==> src/rtl/uart_pkg.sv <==
// Shared types and constants for the buffered UART transmitter.
package uart_pkg;

    typedef enum logic [1:0] {
        IDLE  = 2'd0,
        START = 2'd1,
        DATA  = 2'd2,
        STOP  = 2'd3
    } tx_state_t;

    localparam int FRAME_BITS      = 8;
    localparam int DEFAULT_CLK_DIV = 868;

endpackage

==> src/rtl/uart_fifo.sv <==
// Single-clock byte FIFO; push is ignored when full, pop is ignored when empty.
module uart_fifo #(
    parameter int DEPTH = 8,
    parameter int WIDTH = 8
) (
    input  logic                       clk_i,
    input  logic                       rst_i,
    input  logic                       push_i,
    input  logic [WIDTH-1:0]           data_bi,
    input  logic                       pop_i,
    output logic [WIDTH-1:0]           data_bo,
    output logic                       full_o,
    output logic                       empty_o,
    output logic [$clog2(DEPTH):0]     count_bo
);

    localparam int AW = $clog2(DEPTH);

    logic [WIDTH-1:0] mem [DEPTH];
    logic [AW-1:0]    wr_ptr;
    logic [AW-1:0]    rd_ptr;
    logic [AW:0]      count;
    logic             do_push;
    logic             do_pop;

    assign do_push  = push_i && !full_o;
    assign do_pop   = pop_i && !empty_o;
    assign full_o   = (count == (AW+1)'(DEPTH));
    assign empty_o  = (count == '0);
    assign count_bo = count;
    assign data_bo  = mem[rd_ptr];

    // Pointers wrap naturally because DEPTH is a power of two.
    always_ff @(posedge clk_i) begin
        if (rst_i) begin
            wr_ptr <= '0;
            rd_ptr <= '0;
            count  <= '0;
        end else begin
            if (do_push) wr_ptr <= wr_ptr + AW'(1);
            if (do_pop)  rd_ptr <= rd_ptr + AW'(1);
            case ({do_push, do_pop})
                2'b10:   count <= count + (AW+1)'(1);
                2'b01:   count <= count - (AW+1)'(1);
                default: count <= count;
            endcase
        end
    end

    always_ff @(posedge clk_i) begin
        if (do_push) mem[wr_ptr] <= data_bi;
    end

endmodule

==> src/rtl/uart_tx_buf.sv <==
// Buffered 8N1/8N2 UART transmitter: byte FIFO in front of a frame FSM and shifter.
module uart_tx_buf
    import uart_pkg::*;
#(
    parameter int CLK_DIV    = DEFAULT_CLK_DIV,
    parameter int FIFO_DEPTH = 8,
    parameter int STOP_BITS  = 1
) (
    input  logic       clk_i,
    input  logic       rst_i,
    input  logic       req_i,
    input  logic [7:0] data_bi,
    output logic       ack_o,
    output logic       full_o,
    output logic       busy_o,
    output logic       tx_o
);

    localparam int CNT_W = $clog2(CLK_DIV);
    localparam int AW    = $clog2(FIFO_DEPTH);

    tx_state_t        state_q, state_d;
    logic [CNT_W-1:0] baud_cnt_q, baud_cnt_d;
    logic [2:0]       bit_idx_q, bit_idx_d;
    logic [7:0]       shift_q, shift_d;
    logic             tx_q;
    logic             line;
    logic             pop;
    logic             baud_last;
    logic [7:0]       fifo_head;
    logic             fifo_full;
    logic             fifo_empty;
    logic [AW:0]      fifo_count;

    assign ack_o     = req_i && !fifo_full && !rst_i;
    assign full_o    = fifo_full;
    assign busy_o    = (state_q != IDLE) || (fifo_count != '0);
    assign tx_o      = tx_q;
    assign baud_last = (baud_cnt_q == CNT_W'(CLK_DIV - 1));

    uart_fifo #(
        .DEPTH (FIFO_DEPTH),
        .WIDTH (8)
    ) u_fifo (
        .clk_i    (clk_i),
        .rst_i    (rst_i),
        .push_i   (ack_o),
        .data_bi  (data_bi),
        .pop_i    (pop),
        .data_bo  (fifo_head),
        .full_o   (fifo_full),
        .empty_o  (fifo_empty),
        .count_bo (fifo_count)
    );

    always_comb begin
        state_d    = state_q;
        baud_cnt_d = baud_last ? '0 : baud_cnt_q + CNT_W'(1);
        bit_idx_d  = bit_idx_q;
        shift_d    = shift_q;
        pop        = 1'b0;
        line       = 1'b1;
        case (state_q)
            IDLE: begin
                baud_cnt_d = '0;
                if (!fifo_empty) begin
                    pop       = 1'b1;
                    shift_d   = fifo_head;
                    bit_idx_d = '0;
                    state_d   = START;
                end
            end
            START: begin
                line = 1'b0;
                if (baud_last) begin
                    bit_idx_d = '0;
                    state_d   = DATA;
                end
            end
            DATA: begin
                line = shift_q[bit_idx_q];
                if (baud_last) begin
                    if (bit_idx_q == 3'(FRAME_BITS - 1)) begin
                        bit_idx_d = '0;
                        state_d   = STOP;
                    end else begin
                        bit_idx_d = bit_idx_q + 3'd1;
                    end
                end
            end
            STOP: begin
                // bit_idx doubles as the stop-bit counter; chaining straight into
                // START keeps back-to-back frames gapless.
                if (baud_last) begin
                    if (bit_idx_q == 3'(STOP_BITS - 1)) begin
                        bit_idx_d = '0;
                        if (!fifo_empty) begin
                            pop     = 1'b1;
                            shift_d = fifo_head;
                            state_d = START;
                        end else begin
                            state_d = IDLE;
                        end
                    end else begin
                        bit_idx_d = bit_idx_q + 3'd1;
                    end
                end
            end
            default: state_d = IDLE;
        endcase
    end

    // Line is registered from the current state, so tx_o trails the FSM by one cycle.
    always_ff @(posedge clk_i) begin
        if (rst_i) begin
            state_q    <= IDLE;
            baud_cnt_q <= '0;
            bit_idx_q  <= '0;
            tx_q       <= 1'b1;
        end else begin
            state_q    <= state_d;
            baud_cnt_q <= baud_cnt_d;
            bit_idx_q  <= bit_idx_d;
            tx_q       <= line;
        end
    end

    always_ff @(posedge clk_i) begin
        shift_q <= shift_d;
    end

endmodule

==> config.mk <==
export PLATFORM = sky130hd
export DESIGN_NAME = uart_tx_buf
export DESIGN_NICKNAME = d
export VERILOG_FILES = /design/src/rtl/uart_pkg.sv /design/src/rtl/uart_fifo.sv /design/src/rtl/uart_tx_buf.sv
export SDC_FILE = /design/constraint.sdc
export NUM_CORES = 1
export LEC_CHECK = 0
export ABC_AREA = 1
export BUFFER_PORTS_ARGS = -buffer_cell sky130_fd_sc_hd__buf_2
export CAP_MARGIN = 25
export CORE_UTILIZATION = 60
export CTS_CLUSTER_SIZE = 16
export DETAILED_ROUTE_END_ITERATION = 10
export PLACE_DENSITY = 0.77
export SLEW_MARGIN = 0
export SYNTH_ARGS = -nofsm -noshare
export SYNTH_HDL_FRONTEND = slang
export SYNTH_HIERARCHICAL = 1
export SYNTH_SLANG_ARGS = --single-unit
==> constraint.sdc <==
create_clock -name clk_i -period 2.9 [get_ports clk_i]
set_input_delay 0.58 -clock clk_i [delete_from_list [all_inputs] [get_ports clk_i]]
set_output_delay 0.58 -clock clk_i [all_outputs]
set_load 0.01 [all_outputs]
==> reports/metrics.yaml <==
setup_path:
  worstPathArrival_ps: 2740
  worstSetupEndpointType: "flip-flop"
  r2r-start: "baud_cnt_q[0]"
  rr_worst_depth: 18
  crit_path_end: "u_fifo/count_bo[2]"
  crit_fanout: 6
  rrSetupSlack_ps: 420
  path_cells: "ha_1 > nand2_2 > nor2_4 > nand3_4 > nor3_1 > nand2_1 > nand2_1 > nand2_2 > inv_1 > ha_1 > nand2_1 > inv_1 > nor2_1 > ha_1 > a21oi_1 > xnor2_1 > o21ai_0 > inv_1"
  r2r_end: "u_fifo/count_bo[2]"
  max_stage_delay_ps: 370
  cp.required_ps: 3150
  critPathLaunchType: "flip-flop"
  cp_slowest_cell: "dfxtp_1"
  cp-startpoint: "baud_cnt_q[0]"
  path_class: "reg -> reg"
sta:
  drv_slew: 0
  period_needed_ps: 2480
  finalSetupViolCount: 0
  finalSetupTns_ps: 0
  rsz0062_at_grt: "false"
  fin_skew_ps: 13.5
  relSlewSlack_pct: 64.7
  hold_viol_final: 0
  worst_slew_pin_slew_ps: 529
  clock.fmax_mhz: 402
  hold_slack_ps: 456
  fin_crit_sh_pct: 85.7
synthesis:
  synth_edf_count: 72
  yosys_register_bits: 101
  avgSynthCellArea_sq_um: 10.4
  synth_cell_types: 38
  yosys_warnings: 6
  synth_nets: 456
  synthesis.instances: 431
  async_flop_share_pct: 0
  synthFlopType: "edfxtp_1"
  ys_seq_area_share_pct: 61.2
  synth_area_sq_um: 4480
route:
  routed_wl_microns: 7600
  dr_wl_met2_microns: 3800
  drt-initial-drc-count: 193
  vias: 2952
  drtAntennaViolNets: 0
  firstDrtPassIters: 6
  wl_per_cell_microns: 13.6
  wl_met3_microns: 244
  wl_met1_microns: 3460
  top_layer_used: "met4"
  vias_per_cell: 5.26
  post-route-drc-count: 0
grt:
  grt_pass1_wl_microns: 12000
  gr-total-overflow: 0
  grt_pass1_vias: 2643
  antenna_found_initial: 0
  track_usage_pct: 20.9
  grt_max_degree: 33
finish:
  diodes: 0
  instances_no_fill: 561
  multi_input_area_sq_um: 1480
  drive_gt1_share_pct: 13.4
  nFillCells: 545
  final-seq-area_sq_um: 2740
  layout.nets: 482
  areaGrowthSynthToFinish_pct: 8.38
floorplan:
  fp.dieH_microns: 88.4
  initial_utilization_pct: 61.8
  num_rows: 31
  die_area_sq_um: 7820
  io_pins: 15
  die_w_microns: 88.4
  fp.coreArea_sq_um: 7250
clock_tree:
  clock_latency_ps: 360
  cts_tree: "done"
  hold_buffers: 0
  ctsHtreeMaxLevel: 3
  postCtsSetupBuffers: 0
  cts_resized: 0
  clockBufferDepth: 2
  clkTransAtPathRegs_ps: 100
  cts_made_buffers: 9
  cts_root_buf: "clkbuf_8"
  cts.sinks: 101
power_and_ir_drop:
  pwr-share-clk_pct: 21.5
  p_int_uw: 2490
  irDropWorstVdd_uv: 502
  swShare_pct: 35.0
  switching_power_uw: 1340
  power_leakage_uw: 0.00186
  p_seq_share_pct: 48.2
  p_comb_share_pct: 30.3
  power_density_nw_per_um2: 791
placement:
  gp_congestion: 0.795
  dp_hpwl_microns: 5090
  numPortBuffers: 14
  dpl.cell_count: 545
job:
  max_cap_violations: 0
status:
  status: "complete, no violations"
hold_path:
  hold_class: "reg -> reg"
[how the worst min path moves through the flow]
| stage | end | cells after the start | startpoint |
|---|---|---|---|
| floorplan | baud_cnt_q[0] | 1 | baud_cnt_q[0] |
| global placement | baud_cnt_q[0] | 1 | baud_cnt_q[0] |
| detailed placement | baud_cnt_q[0] | 1 | baud_cnt_q[0] |
| CTS | u_fifo/mem[7][5] | 1 | data_bi[5] |
| global route | u_fifo/mem[5][5] | 1 | data_bi[5] |
| finish | baud_cnt_q[0] | 1 | baud_cnt_q[0] |
[power groups by stage]
stage               Combinational [uW]  Sequential, uW  Clock, uW
global route                      1320            1880        901
floorplan                          943            1850          0
detailed placement                1160            1880          0
CTS                               1170            1850        857
finish                            1160            1850        827
global placement                  1140            1880          0
[logic make-up (layout without fill, tap and decap cells)]
kind of cell	count (synthesis)	in the layout	share of synthesized area, %
adders and majority gates	14	14	3.91
AOI/OAI and AO/OA	72	72	8.69
muxes	8	8	1.79
DFF	101	101	61.2
buffers and inverters	53	84	5.64
and+or+nand+nor	177	177	17.6
xor gates and xnor gates	6	6	1.17
[per-layer routing]
| layer | track usage, % | up-vias |
|---|---|---|
| met1 | 26.1 | 1399 |
| met3 | 5.22 | 8 |
| met4 | 8.06 | 0 |
| li1 | - | 1505 |
| met2 | 35.5 | 40 |
| met5 | 0 | - |
[registers in the layout, indices dropped and copies added, names as in the netlist, named ones only]
signal / cells
u_fifo/mem: 64
baud_cnt_q: 10
state_q: 2
shift_q: 8
u_fifo/count_bo: 4
u_fifo/rd_ptr: 3
u_fifo/wr_ptr: 3
bit_idx_q: 3
tx_o: 1
[placed cells by master, fill, tap and decap left out, types with 11 or more instances in the layout]
cell       n
edfxtp_1  72
ha_1      14
buf_4     11
nand2_1   69
inv_1     40
buf_2     14
a21oi_1   14
o21ai_1   16
dfxtp_1   29
o21ai_0   26
nor2_1    68
[cell usage after synthesis, types with 2 or more instances]
cell type | n | share of area [%]
o21a_1 | 2 | 0.34
nor2_2 | 6 | 0.84
o22ai_1 | 9 | 1.3
nand2_2 | 6 | 0.84
edfxtp_1 | 72 | 48
buf_6 | 6 | 1.5
xnor2_1 | 3 | 0.59
nand3_1 | 9 | 1.0
dfxtp_1 | 29 | 13
nor2_1 | 68 | 5.7
mux2i_1 | 8 | 1.8
a21oi_1 | 14 | 1.6
o21ai_1 | 16 | 1.8
xor2_1 | 3 | 0.59
inv_2 | 3 | 0.25
nor3b_1 | 2 | 0.34
nor3_1 | 6 | 0.67
o21ai_0 | 26 | 2.9
ha_1 | 14 | 3.9
inv_1 | 40 | 3.4
nand2_1 | 69 | 5.8
nand3_2 | 3 | 0.67
nand4_1 | 2 | 0.28
[area by class of cell]
type | count | area share, %
flip-flops and latches | 101 | 56.5
multi-input cells | 277 | 30.6
inverters | 43 | 3.32
repair buffers | 25 | 3.14
clock buffers | 9 | 2.55
well taps | 99 | 2.55
clock inverters | 7 | 1.37
[per-stage QoR]
| step | worst slack (ps) | util (%) | total power [uW] | area [sq um] |
|---|---|---|---|---|
| floorplan | 684 | - | 2790 | 4480 |
| CTS | 432 | 66.9 | 3870 | 4850 |
| global route | 41.1 | 66.9 | 4090 | 4850 |
| finish | 415 | 66.9 | 3840 | 4850 |
| global placement | 518 | 64.3 | 3020 | 4660 |
| detailed placement | 416 | 64.3 | 3040 | 4660 |
[worst max-delay path: cells and delay by family, from the launching register on]
kind,cells,cell delay (ps)
simple gates,9,790
fa+ha+maj,3,590
flops,1,370
compound gates,2,310
buf+inv,3,230
xor+xnor,1,100
(Power assumes the default switching activity.)
